--- src/rtl/dither_pkg.sv ---
// Shared types and constants for the dithering accelerator BRAM write path.
// MCU_PIXEL_LOADER_GRAYSCALE_EN adds the CONV state to the loader FSM encoding.
package dither_pkg;

    localparam int unsigned PIX_W = 8;

    localparam logic [15:0] LUMA_R = 16'd77;
    localparam logic [15:0] LUMA_G = 16'd150;
    localparam logic [15:0] LUMA_B = 16'd29;

`ifdef MCU_PIXEL_LOADER_GRAYSCALE_EN
    typedef enum logic [2:0] {IDLE, GET_R, GET_G, GET_B, CONV, EMIT, DONE} state_t;
`else
    typedef enum logic [2:0] {IDLE, GET_R, GET_G, GET_B, EMIT, DONE} state_t;
`endif

    typedef struct packed {
        logic [PIX_W-1:0] r;
        logic [PIX_W-1:0] g;
        logic [PIX_W-1:0] b;
    } pixel_t;

endpackage

--- src/rtl/rgb2luma.sv ---
// Luma conversion Y = (77R + 150G + 29B) >> 8; the result register loads when en_i is high.
module rgb2luma
    import dither_pkg::*;
(
    input  logic             clk,
    input  logic             rst,
    input  logic             en_i,
    input  pixel_t           pix_i,
    output logic [PIX_W-1:0] y_o
);

    logic [15:0]      sum;
    logic [PIX_W-1:0] y_q;

    // Coefficients sum to 256, so the weighted sum never exceeds 16 bits.
    assign sum = LUMA_R * 16'(pix_i.r) + LUMA_G * 16'(pix_i.g) + LUMA_B * 16'(pix_i.b);

    always_ff @(posedge clk) begin
        if (rst)
            y_q <= '0;
        else if (en_i)
            y_q <= PIX_W'(sum >> 8);
    end

    assign y_o = y_q;

endmodule

--- src/rtl/mcu_pixel_loader.sv ---
// Packs the MCU R,G,B byte stream into pixel words with frame-linear addresses and strobes.
// Define MCU_PIXEL_LOADER_GRAYSCALE_EN to insert a CONV state and emit {Y,Y,Y} luma pixels.
module mcu_pixel_loader
    import dither_pkg::*;
#(
    parameter int IMAGEY           = 64,
    parameter int IMAGEX           = 64,
    parameter int IMAGE_SIZE       = IMAGEY * IMAGEX,
    parameter int IMAGE_ADDR_WIDTH = $clog2(IMAGE_SIZE),
    parameter int RGB_SIZE         = 8
) (
    input  logic                        clk,
    input  logic                        rst,
    input  logic                        frame_start,
    input  logic [RGB_SIZE-1:0]         rx_byte,
    input  logic                        rx_valid,
    output logic                        rx_ready,
    input  logic                        mem_busy,
    output logic [IMAGE_ADDR_WIDTH-1:0] png_idx,
    output logic [3*RGB_SIZE-1:0]       pixel_data,
    output logic                        MCU_TX_RDY,
    output logic                        frame_done,
    output logic                        loading
);

    localparam logic [IMAGE_ADDR_WIDTH-1:0] LAST_IDX = IMAGE_ADDR_WIDTH'(IMAGE_SIZE - 1);

    state_t                      state_q, state_d;
    logic [IMAGE_ADDR_WIDTH-1:0] cnt_q, cnt_d, idx_q, idx_d;
    logic [RGB_SIZE-1:0]         r_q, r_d, g_q, g_d;
    logic                        tx_rdy_q, tx_rdy_d, done_q, done_d, loading_q, loading_d;
    logic                        xfer, last_px;

    assign rx_ready = (state_q inside {GET_R, GET_G, GET_B}) && !mem_busy;
    assign xfer     = rx_valid && rx_ready;
    assign last_px  = (cnt_q == LAST_IDX);

`ifdef MCU_PIXEL_LOADER_GRAYSCALE_EN
    logic [RGB_SIZE-1:0] b_q, b_d;
    logic [PIX_W-1:0]    luma;
    logic                conv_en;
    pixel_t              luma_in;

    assign luma_in = '{r: r_q, g: g_q, b: b_q};

    rgb2luma u_rgb2luma (
        .clk   (clk),
        .rst   (rst),
        .en_i  (conv_en),
        .pix_i (luma_in),
        .y_o   (luma)
    );

    assign pixel_data = {luma, luma, luma};
`else
    pixel_t pix_q, pix_d;

    assign pixel_data = pix_q;
`endif

    always_comb begin
        state_d   = state_q;
        cnt_d     = cnt_q;
        idx_d     = idx_q;
        r_d       = r_q;
        g_d       = g_q;
        tx_rdy_d  = 1'b0;
        done_d    = 1'b0;
        loading_d = loading_q;
`ifdef MCU_PIXEL_LOADER_GRAYSCALE_EN
        b_d       = b_q;
        conv_en   = 1'b0;
`else
        pix_d     = pix_q;
`endif
        // A restart wins over everything in flight, including a pending B transfer.
        if (frame_start) begin
            state_d   = GET_R;
            cnt_d     = '0;
            loading_d = 1'b1;
        end else begin
            case (state_q)
                IDLE: cnt_d = '0;
                GET_R: if (xfer) begin
                    r_d     = rx_byte;
                    state_d = GET_G;
                end
                GET_G: if (xfer) begin
                    g_d     = rx_byte;
                    state_d = GET_B;
                end
                GET_B: if (xfer) begin
`ifdef MCU_PIXEL_LOADER_GRAYSCALE_EN
                    b_d     = rx_byte;
                    state_d = CONV;
`else
                    state_d  = EMIT;
                    tx_rdy_d = 1'b1;
                    idx_d    = cnt_q;
                    done_d   = last_px;
                    pix_d    = '{r: r_q, g: g_q, b: rx_byte};
`endif
                end
`ifdef MCU_PIXEL_LOADER_GRAYSCALE_EN
                CONV: begin
                    conv_en  = 1'b1;
                    state_d  = EMIT;
                    tx_rdy_d = 1'b1;
                    idx_d    = cnt_q;
                    done_d   = last_px;
                end
`endif
                EMIT: begin
                    if (last_px) begin
                        state_d   = DONE;
                        loading_d = 1'b0;
                    end else begin
                        cnt_d   = cnt_q + 1'b1;
                        state_d = GET_R;
                    end
                end
                DONE:    ;
                default: state_d = IDLE;
            endcase
        end
    end

    always_ff @(posedge clk) begin
        if (rst) begin
            state_q   <= IDLE;
            cnt_q     <= '0;
            idx_q     <= '0;
            r_q       <= '0;
            g_q       <= '0;
            tx_rdy_q  <= 1'b0;
            done_q    <= 1'b0;
            loading_q <= 1'b0;
`ifdef MCU_PIXEL_LOADER_GRAYSCALE_EN
            b_q       <= '0;
`else
            pix_q     <= '0;
`endif
        end else begin
            state_q   <= state_d;
            cnt_q     <= cnt_d;
            idx_q     <= idx_d;
            r_q       <= r_d;
            g_q       <= g_d;
            tx_rdy_q  <= tx_rdy_d;
            done_q    <= done_d;
            loading_q <= loading_d;
`ifdef MCU_PIXEL_LOADER_GRAYSCALE_EN
            b_q       <= b_d;
`else
            pix_q     <= pix_d;
`endif
        end
    end

    assign png_idx    = idx_q;
    assign MCU_TX_RDY = tx_rdy_q;
    assign frame_done = done_q;
    assign loading    = loading_q;

endmodule

--- config.mk ---
export PLATFORM = sky130hd
export DESIGN_NAME = mcu_pixel_loader
export DESIGN_NICKNAME = d
export VERILOG_FILES = /design/src/rtl/dither_pkg.sv /design/src/rtl/rgb2luma.sv /design/src/rtl/mcu_pixel_loader.sv
export SDC_FILE = /design/constraint.sdc
export NUM_CORES = 1
export LEC_CHECK = 0
export CAP_MARGIN = 20
export CORE_UTILIZATION = 35
export DETAILED_ROUTE_END_ITERATION = 12
export GPL_TIMING_DRIVEN = 0
export PLACE_DENSITY_LB_ADDON = 0.1
export SETUP_SLACK_MARGIN = 0.1
export SLEW_MARGIN = 40
export SYNTH_ARGS = -nofsm -noshare
export SYNTH_HDL_FRONTEND = slang
export SYNTH_HIERARCHICAL = 1
export SYNTH_SLANG_ARGS = --single-unit
--- constraint.sdc ---
create_clock -name clk -period 1.84 [get_ports clk]
set_input_delay 0.368 -clock clk [delete_from_list [all_inputs] [get_ports clk]]
set_output_delay 0.368 -clock clk [all_outputs]
set_load 0.05 [all_outputs]
### After elaboration in Yosys (flattened, before gate mapping)

Index checks and enable logic that the tools add are counted.

* add/sub/neg operators: 1
* $mul: 0
* divide/modulo/power cells: 0
* magnitude comparators: 0
* equal/unequal tests: 14
* shifts and indexed selects: 0
* muxes and demuxes: 12
* bitwise logic cells: 4
* reductions and logical operators: 19

Operators with widths (count)
* case mux 12 bit (2 select lines): 1
* case mux 3 bit (5 select lines): 1
* adder 12 x 1 -> 12 bit, second input constant: 1
* == test 12 bit, second input constant: 1
* 2-to-1 mux 12 bit: 1
* 2-to-1 mux 3 bit: 4
* inequality test 3 bit, second input constant: 3
* AND reduction 3 bit: 3
* inequality test 2 bit, second input constant: 4
* AND reduction 4 bit: 2
* == test 3 x 2 -> 1 bit, second input constant: 2
* == test 3 bit, second input constant: 2
* nonzero test 2 bit: 3
* 2-to-1 mux 1 bit: 5
* inverter 1 bit: 4
* AND reduction 2 bit: 2
* OR reduction 2 bit: 2
* OR reduction 4 bit: 1
* == test 3 x 1 -> 1 bit, second input constant: 1
* logical NOT 3 bit: 1
* nonzero test 3 bit: 1
* OR reduction 3 bit: 1
* logical AND 1 bit: 2
* inequality test 2 x 1 -> 1 bit, second input constant: 1
* logical NOT 1 bit: 1

* register bits after elaboration: 70
* bits in latches: 0
* RAM bits: 0
* bits in read-only memories: 0
* bits of input ports: 13
* output and inout bits: 40
* word-level logic and storage cells: 62
* memories: 0

### Depth between registers and ports, before layout

Gate-level depths: netlist of the first run.

* depth after elaboration: 7
* gate-level depth with buffers: 6
* depth with buffers taken out: 5

### Worst setup path after synthesis of the first run

No wires, ideal clock.

* path kind: register to output
* from: reg state_q[2]
* to: out rx_ready
* arrival time: 1.568 ns
* data required time: 1.472 ns
* setup slack: -0.096 ns
* cell stages (with the launch flop): 3
* buffers on the path: 1
* cells stage by stage: dfxtp_1 > buf_4 > nor3_1

* cells in the longest elaborated chain, start to end: 3
* elaborated cells between the ends (all ways): 5
* classes of those cells: 3 x eq/ne; 2 x reduce/logical

Ends and longest elaborated chain
* from (decl): RTL line mcu_pixel_loader.sv:28 `state_t state_q, state_d;`
* from (signal assigned): RTL line mcu_pixel_loader.sv:144 `state_q <= state_d;`
* == test 3 x 1 -> 1 bit / == test 3 x 2 -> 1 bit (equally long branches): RTL line mcu_pixel_loader.sv:34 `assign rx_ready = (state_q inside {GET_R, GET_G, GET_B}) && !mem_busy;`
* nonzero test 3 bit (*): RTL line mcu_pixel_loader.sv:34
* logical AND 1 bit (*): RTL line mcu_pixel_loader.sv:34
* to (decl): RTL line mcu_pixel_loader.sv:17 `output logic rx_ready,`

Every way passes the cells marked *; elsewhere a longest branch is shown, timed or not.

### Final worst setup path of the first run

Ends and elaborated chain as after synthesis.

==> out/results.md, run 1 <==
| Group | Parameter | Value |
| --- | --- | --- |
| clocking | Clock insertion delay at the later pin of the skew report | 340 ps |
| synth | Async S/R FF share, synth | 0% |
| drt | Routed wire length | 6880 um |
| sta | Relative slew slack | 65.0% |
| synth | Number of register bits inferred by synthesis | 70 |
| run status | Result of the run | finished, final reports clean |
| clocking | CTS root buf | sky130_fd_sc_hd__clkbuf_8 |
| clocking | CTS Hold Bufs | 0 |
| finish | Share of post-route cells with drive strength above 1 | 13.4% |
| synth | Yosys synthesis warning count | 6 |
| floorplan | Placement Rows | 31 |
| drt | # DRC | 0 |
| sta | Unrepaired setup endpoints after global routing | no |
| drt | Routed wire per std cell | 13.9 um |
| sta | Hold Slack | 413 ps |
| finish | Final net count | 405 |
| drt | Routed Antenna Nets | 0 |
| power and ir drop | Switching portion of total power | 22.5% |
| sta | Max Clk Rate | 0.599 GHz |
| setup path | CP Class | reg2out |
| global routing | Maximum number of pins on one net before global-route repair | 13 |
| setup path | Worst reg2reg startpoint | state_q[0]$_SDFFE_PP0P_ |
| power and ir drop | Proportion of power drawn by flip-flops and latches | 50.8% |
| drt | Starting DRT DRC Count | 121 |
| clocking | Clock sink count | 70 |
| drt | Detailed Routing Iterations Pass 1 | 4 |
| power and ir drop | Switching power summed over all nets | 676 uW |
| clocking | Clock-pin slew on the worst setup and hold paths | 70 ps |
| clocking | CTS H-tree depth | 3 |
| clocking | CTS Buf Count | 9 |
| power and ir drop | Leakage | 0.00155 uW |
| finish | Fill cell instance count of the final layout | 742 |
| synth | Post-synthesis cell area | 2740 um2 |
| clocking | TritonCTS clock tree | done |
| sta | Fraction of the cycle the final worst path needs | 90.7% |
| setup path | Peak fanout along the critical path | 10 |
| finish | Utilization of the core after routing | 49.7% |
| synth | Fraction of the yosys area taken by sequential cells | 51.2% |
| setup path | Top cell by count, worst path | sky130_fd_sc_hd__buf_4 |
| sta | Setup violators final | 0 |
| power and ir drop | Portion of total power attributed to the clock network | 44.9% |
| setup path | Worst setup startpoint | state_q[2]$_SDFFE_PP0P_ |
| synth | Number of distinct library cells after synthesis | 40 |
| synth | Synth Net Count | 336 |
| synth | Area share of the largest cell type after synthesis | 51.2% |
| setup path | Req. time, crit path | 1470 ps |
| synth | Post-synth top area cell | sky130_fd_sc_hd__dfxtp_1 |
| floorplan | Die X-Extent | 90.4 um |
| setup path | Slowest Stage Delay on Critical Path | 370 ps |
| setup path | Reg-to-reg setup timing slack | 170 ps |
| global routing | Residual overflow from global routing | 0 |
| setup path | CP Cell Sequence | buf_4 > nor3_2 > buf_4 |
| place | Count of input and output buffers | 52 |
| clocking | Number of buffers between clock root and the deepest sink | 2 |
| global routing | Overall global routing resource usage | 17.3% |
| floorplan | I/O pin count | 53 |
| synth | Post-synthesis cell count | 322 |
| power and ir drop | Maximum resistive drop on vdd | 0.000373 V |
| setup path | Category of the worst setup path launch point | flop |
| setup path | R2r worst-path depth | 4 |
| synth | EDFF count, synth | 0 |
| drt | Post-detailed-route via-to-cell ratio | 4.92 |
| drt | Total via count in the routed design | 2430 |
| power and ir drop | Combinational share of power | 4.3% |
| sta | Crit path time final | 1670 ps |
| setup path | Arrival time of data at the critical path endpoint | 1300 ps |
| sta | Total count of hold-check failures in the final report | 0 |
| setup path | Reg2reg end | cnt_q[9]$_SDFFE_PP0P_ |
| floorplan | Initial standard-cell utilization of the core | 36.9% |
| finish | Most frequent standard cell in the layout excluding fill and tap cells | sky130_fd_sc_hd__nand2_1 |
| place | DP HPWL | 4790 um |
| setup path | End point of the critical path | rx_ready |
| power and ir drop | Pwr dens | 815 nW/um2 |
| hold path | Hold Startpoint | frame_start |
| synth | Main flop type after synthesis | sky130_fd_sc_hd__dfxtp_1 |
| global routing | Vias in the first global route | 2113 |
| setup path | Library cell contributing the largest single delay on the critical path | sky130_fd_sc_hd__dfxtp_1 |
| sta | Worst-case clock skew | 8.47 ps |
| finish | Number of non-filler instances in the completed layout | 494 |
| power and ir drop | Internal cell power | 2330 uW |
| floorplan | Area of the die | 8180 um2 |
| synth | Mean post-synth cell area | 8.50 um2 |
| synth | Leading cell types by total area after synthesis | sky130_fd_sc_hd__dfxtp_1, sky130_fd_sc_hd__nand2_1, sky130_fd_sc_hd__a21oi_1 |
| finish | # diodes | 0 |
| global routing | Initial antenna violation count | 0 |
| sta | Final slew viol count | 0 |
| finish | Area grow syn2layout | 34.6% |
| sta | Post-route setup TNS | 0 ps |
| floorplan | Die Span Y | 90.4 um |
| setup path | Setup crit end kind | output pin |
| place | Weighted congestion at the end of routability-driven global placement | 0.803 |
| finish | Most used cells in the layout excluding fill and tap cells | sky130_fd_sc_hd__nand2_1, sky130_fd_sc_hd__dfxtp_1, sky130_fd_sc_hd__a21oi_1, sky130_fd_sc_hd__dlygate4sd2_1, sky130_fd_sc_hd__nor2_1 |
| hold path | Class of the tightest hold or removal check | in2reg |
| place | # placed instances | 473 |
| global routing | Wire length of the first global-routing pass | 11000 um |
| flow run | Max-cap violation count | 0 |
| sta | Slew at the pin closest to its max-slew limit | 525 ps |
| floorplan | Core box area | 7410 um2 |
[repair_timing]
action / in CTS / in global routing
endpoints found under the setup margin: 89 / 53
pin swaps: 1 / 5
hold endpoints to repair: 0 / 0
gates resized for setup: 61 / 17
buffers inserted: 1 / 6
cloned: 0 / 0
[cell families after synthesis]
family | share of synthesized area [%]
adders and majority gates | 0.457
muxes | 6.58
xor gates and xnor gates | 0.320
AOI/OAI and AO/OA | 12.4
and+or+nand+nor | 25.0
DFF | 51.2
buffers and inverters | 3.98
[worst min-delay path by stage]
stage | to | slack (ps) | cells past startpoint
global route | loading$_SDFFE_PP0P_ | 440 | 3
CTS | png_idx[4]$_SDFFE_PP0P_ | 450 | 2
finish | loading$_SDFFE_PP0P_ | 410 | 3
detailed placement | pixel_data[15]$_SDFFE_PP0P_ | 450 | 2
global placement | pixel_data[12]$_SDFFE_PP0P_ | 440 | 2
floorplan | pixel_data[10]$_SDFFE_PP0P_ | 430 | 2
[synthesized netlist by cell type (3+ instances only)]
| cell | count |
|---|---|
| sky130_fd_sc_hd__nand2_1 | 81 |
| sky130_fd_sc_hd__dfxtp_1 | 70 |
| sky130_fd_sc_hd__a21oi_1 | 46 |
| sky130_fd_sc_hd__nor2_1 | 22 |
| sky130_fd_sc_hd__mux2i_1 | 18 |
| sky130_fd_sc_hd__clkbuf_1 | 12 |
| sky130_fd_sc_hd__nand4_1 | 7 |
| sky130_fd_sc_hd__nor3_1 | 7 |
| sky130_fd_sc_hd__o21ai_0 | 7 |
| sky130_fd_sc_hd__buf_2 | 6 |
| sky130_fd_sc_hd__nand3_1 | 3 |
| sky130_fd_sc_hd__o31ai_1 | 3 |
| sky130_fd_sc_hd__or4_1 | 3 |
[critical path: cells and delay by family (launching register included)]
family        cells  cell delay [ps]
flops             1              370
simple gates      1              180
buf+inv           2              420
[per-stage QoR]
| step | total power (uW) | worst slack (ps) | cell area [um2] |
|---|---|---|---|
| after floorplan | 1620 | 321 | 2740 |
| final | 3000 | 171 | 3680 |
| after CTS | 3030 | 95.6 | 3600 |
| after global routing | 3120 | 91.4 | 3680 |
| after global placement | 1690 | -611 | 3390 |
| after detailed placement | 1690 | -598 | 3390 |
[cell type report]
type / count / area (um2) / area share [%]
Clock buffer: 9 / 124 / 3.36
Sequential cell: 70 / 1410 / 38.2
Inverter: 2 / 7.51 / 0.204
Multi-Input combinational cell: 229 / 1260 / 34.3
Buffer: 20 / 148 / 4.01
Clock inverter: 6 / 86.3 / 2.34
Timing Repair Buffer: 59 / 523 / 14.2
Tap cell: 99 / 124 / 3.36
[layer usage]
metal,part of all wire (%),global-route usage (%),vias to the layer above,wire [um]
met5,0,0,-,0
met4,2.2,7.53,0,149
met1,52,25.4,1123,3580
met3,3.3,3.87,11,224
li1,-,-,1245,-
met2,43,24.0,51,2930
[sequential cells by signal, summed over array words and instances (netlist names)]
signal,flops
pixel_data,24
cnt_q,12
png_idx,12
g_q,8
r_q,8
state_q,3
MCU_TX_RDY,1
frame_done,1
loading,1
[power by group through the flow]
stage	Clock (uW)	Sequential [uW]	Combinational, uW
after floorplan	0	1570	59.3
after global placement	0	1560	128
after detailed placement	0	1560	128
after CTS	1380	1520	128
after global routing	1460	1530	137
final	1350	1520	129
No activity file was read; power rests on OpenSTA's default activity.
==> inputs of run 2 (changes only) <==
TNS_END_PERCENT = 50   (was unset)
==> results of run 2 <==
The final DEF is identical to that of run 1; final timing and power are the same.
Among the figures that moved: number of gates resized after CTS 61 -> 62
==> inputs of run 3 (changes only) <==
PLACE_DENSITY_LB_ADDON = unset   (was 0.1)
==> out/results.md, run 3 (synthesized netlist as in run 1, its figures left out) <==
| Group | Parameter | Value |
| --- | --- | --- |
| run status | Result of the run | finished, final reports clean |
| setup path | Setup crit end kind | flop |
| sta | Setup violators final | 0 |
| setup path | R2r worst-path depth | 5 |
| power and ir drop | Maximum resistive drop on vdd | 0.000460 V |
| setup path | CP Cell Sequence | clkdlybuf4s50_1 > or2_2 > clkbuf_1 > or2_2 > clkbuf_2 > nor3_1 |
| floorplan | I/O pin count | 53 |
| sta | Crit path time final | 1700 ps |
| finish | # diodes | 0 |
| sta | Final slew viol count | 0 |
| floorplan | Die Span Y | 90.4 um |
| setup path | Slowest Stage Delay on Critical Path | 430 ps |
| global routing | Vias in the first global route | 2245 |
| power and ir drop | Total design power | 3000 uW |
| finish | Max reg flops | 24 |
| setup path | Peak fanout along the critical path | 9 |
| drt | Routed Antenna Nets | 0 |
| power and ir drop | Combinational share of power | 4.3% |
| global routing | Overall global routing resource usage | 17.3% |
| clocking | TritonCTS clock tree | done |
| place | Count of input and output buffers | 52 |
| finish | Fill cell instance count of the final layout | 746 |
| finish | Area grow syn2layout | 34.7% |
| clocking | CTS Buf Count | 9 |
| place | Post-DP Area | 3390 um2 |
| sta | Relative slew slack | 60.8% |
| power and ir drop | Leakage | 0.00154 uW |
| drt | Post-detailed-route via-to-cell ratio | 4.99 |
| floorplan | Die X-Extent | 90.4 um |
| drt | Total via count in the routed design | 2455 |
| hold path | Class of the tightest hold or removal check | reg2reg |
| setup path | CP Class | in2reg |
| sta | Slew at the pin closest to its max-slew limit | 588 ps |
| clocking | Number of buffers between clock root and the deepest sink | 2 |
| sta | Fraction of the cycle the final worst path needs | 92.6% |
| clocking | CTS Hold Bufs | 0 |
| setup path | Req. time, crit path | 2110 ps |
| drt | Routed wire per std cell | 13.6 um |
| floorplan | Core box area | 7410 um2 |
| drt | Routed wire length | 6670 um |
| power and ir drop | Pwr dens | 815 nW/um2 |
| floorplan | Initial standard-cell utilization of the core | 36.9% |
| clocking | Clock-pin slew on the worst setup and hold paths | 70 ps |
| drt | # DRC | 0 |
| sta | Hold Slack | 452 ps |
| flow run | Max-cap violation count | 0 |
| power and ir drop | Internal cell power | 2330 uW |
| global routing | Maximum number of pins on one net before global-route repair | 13 |
| sta | Worst-case clock skew | 6.41 ps |
| hold path | Hold Startpoint | png_idx[6]$_SDFFE_PP0P_ |
| clocking | Clock sink count | 70 |
| clocking | CTS H-tree depth | 3 |
| setup path | Category of the worst setup path launch point | primary input |
| place | Weighted congestion at the end of routability-driven global placement | 0.818 |
| setup path | Library cell contributing the largest single delay on the critical path | sky130_fd_sc_hd__clkdlybuf4s50_1 |
| hold path | End point of the most critical hold path | png_idx[6]$_SDFFE_PP0P_ |
| setup path | Worst reg2reg startpoint | cnt_q[1]$_SDFFE_PP0P_ |
| hold path | Worst hold path depth | 2 |
| power and ir drop | Proportion of power drawn by flip-flops and latches | 50.8% |
| sta | Unrepaired setup endpoints after global routing | yes |
| setup path | Reg-to-reg setup timing slack | 160 ps |
| global routing | Residual overflow from global routing | 0 |
| setup path | Arrival time of data at the critical path endpoint | 1970 ps |
| finish | Utilization of the core after routing | 49.8% |
| floorplan | Area of the die | 8180 um2 |
| finish | Final net count | 402 |
| place | DP HPWL | 4650 um |
| sta | Max Clk Rate | 0.587 GHz |
| power and ir drop | Portion of total power attributed to the clock network | 44.9% |
| power and ir drop | Switching power summed over all nets | 670 uW |
| finish | Most frequent standard cell in the layout excluding fill and tap cells | sky130_fd_sc_hd__nand2_1 |
| setup path | Reg2reg end | cnt_q[10]$_SDFFE_PP0P_ |
| finish | Share of post-route cells with drive strength above 1 | 13.2% |
| drt | Detailed Routing Iterations Pass 1 | 5 |
| finish | Most used cells in the layout excluding fill and tap cells | sky130_fd_sc_hd__nand2_1, sky130_fd_sc_hd__dfxtp_1, sky130_fd_sc_hd__a21oi_1, sky130_fd_sc_hd__dlygate4sd2_1, sky130_fd_sc_hd__nor2_1 |
| setup path | Top cell by count, worst path | sky130_fd_sc_hd__or2_2 |
| floorplan | Placement Rows | 31 |
| finish | Area of all placed cells without fillers | 3690 um2 |
| clocking | Clock insertion delay at the later pin of the skew report | 350 ps |
| drt | Starting DRT DRC Count | 96 |
| sta | Total count of hold-check failures in the final report | 0 |
| clocking | CTS root buf | sky130_fd_sc_hd__clkbuf_8 |
| power and ir drop | Switching portion of total power | 22.3% |
| global routing | Wire length of the first global-routing pass | 11200 um |
| global routing | Initial antenna violation count | 0 |
[run 3: cell types whose count changed in the layout (fill, tap and decap cells not counted), moves of 2 or more]
cell / change
sky130_fd_sc_hd__buf_6: -2
sky130_fd_sc_hd__buf_4: -4
sky130_fd_sc_hd__clkbuf_2: +2
sky130_fd_sc_hd__buf_8: +2
[run 3: power by group through the flow]
stage               clock network [uW]  registers (uW)  logic (uW)
floorplan                            0            1570        59.3
global placement                     0            1560         123
detailed placement                   0            1560         124
CTS                               1380            1520         125
global route                      1450            1530         142
finish                            1350            1530         130
[run 3: layer usage]
layer	track usage, %	vias up	wire (um)
met5	0	-	0
met4	5.65	0	90
met3	5.13	8	298
met2	27.0	59	3060
met1	23.0	1158	3220
li1	-	1230	-
[run 3: critical path: cells and delay by family]
family | cells | cell delay, ps
buf+inv | 3 | 800
simple gates | 3 | 810
[run 3: cell type report]
cell class,instances,area [um2],area share [%]
sequential,70,1410,38.2
multi-input combinational,229,1280,34.7
timing repair buffer,55,497,13.5
buffer,21,158,4.28
clock buffer,10,128,3.46
tap,99,124,3.36
clock inverter,6,86.3,2.34
inverter,2,7.51,0.204
[run 3: how the worst max path moves through the flow]
stage | start | end | slack [ps] | depth (start not counted)
after floorplan | cnt_q[0]$_SDFFE_PP0P_ | cnt_q[0]$_SDFFE_PP0P_ | 320 | 5
after global placement | frame_start | png_idx[1]$_SDFFE_PP0P_ | -520 | 7
after detailed placement | frame_start | pixel_data[21]$_SDFFE_PP0P_ | -560 | 7
after CTS | state_q[2]$_SDFFE_PP0P_ | rx_ready | 70 | 3
after global routing | rst | cnt_q[2]$_SDFFE_PP0P_ | 40 | 6
final | rst | cnt_q[2]$_SDFFE_PP0P_ | 140 | 6
[run 3: timing repair]
| item | CTS | global route |
|---|---|---|
| endpoints found under the setup margin | 89 | 56 |
| buffers inserted | 1 | 2 |
| gates resized for setup | 60 | 26 |
| pin swaps | 1 | 5 |
[run 3: per-stage QoR]
stage	worst slack (ps)	instances	setup TNS, ps
final	136	492	0
after global routing	35.6	492	0
after CTS	69.5	490	0
after detailed placement	-558	473	-24210
after global placement	-519	473	-22500
after floorplan	321	322	0
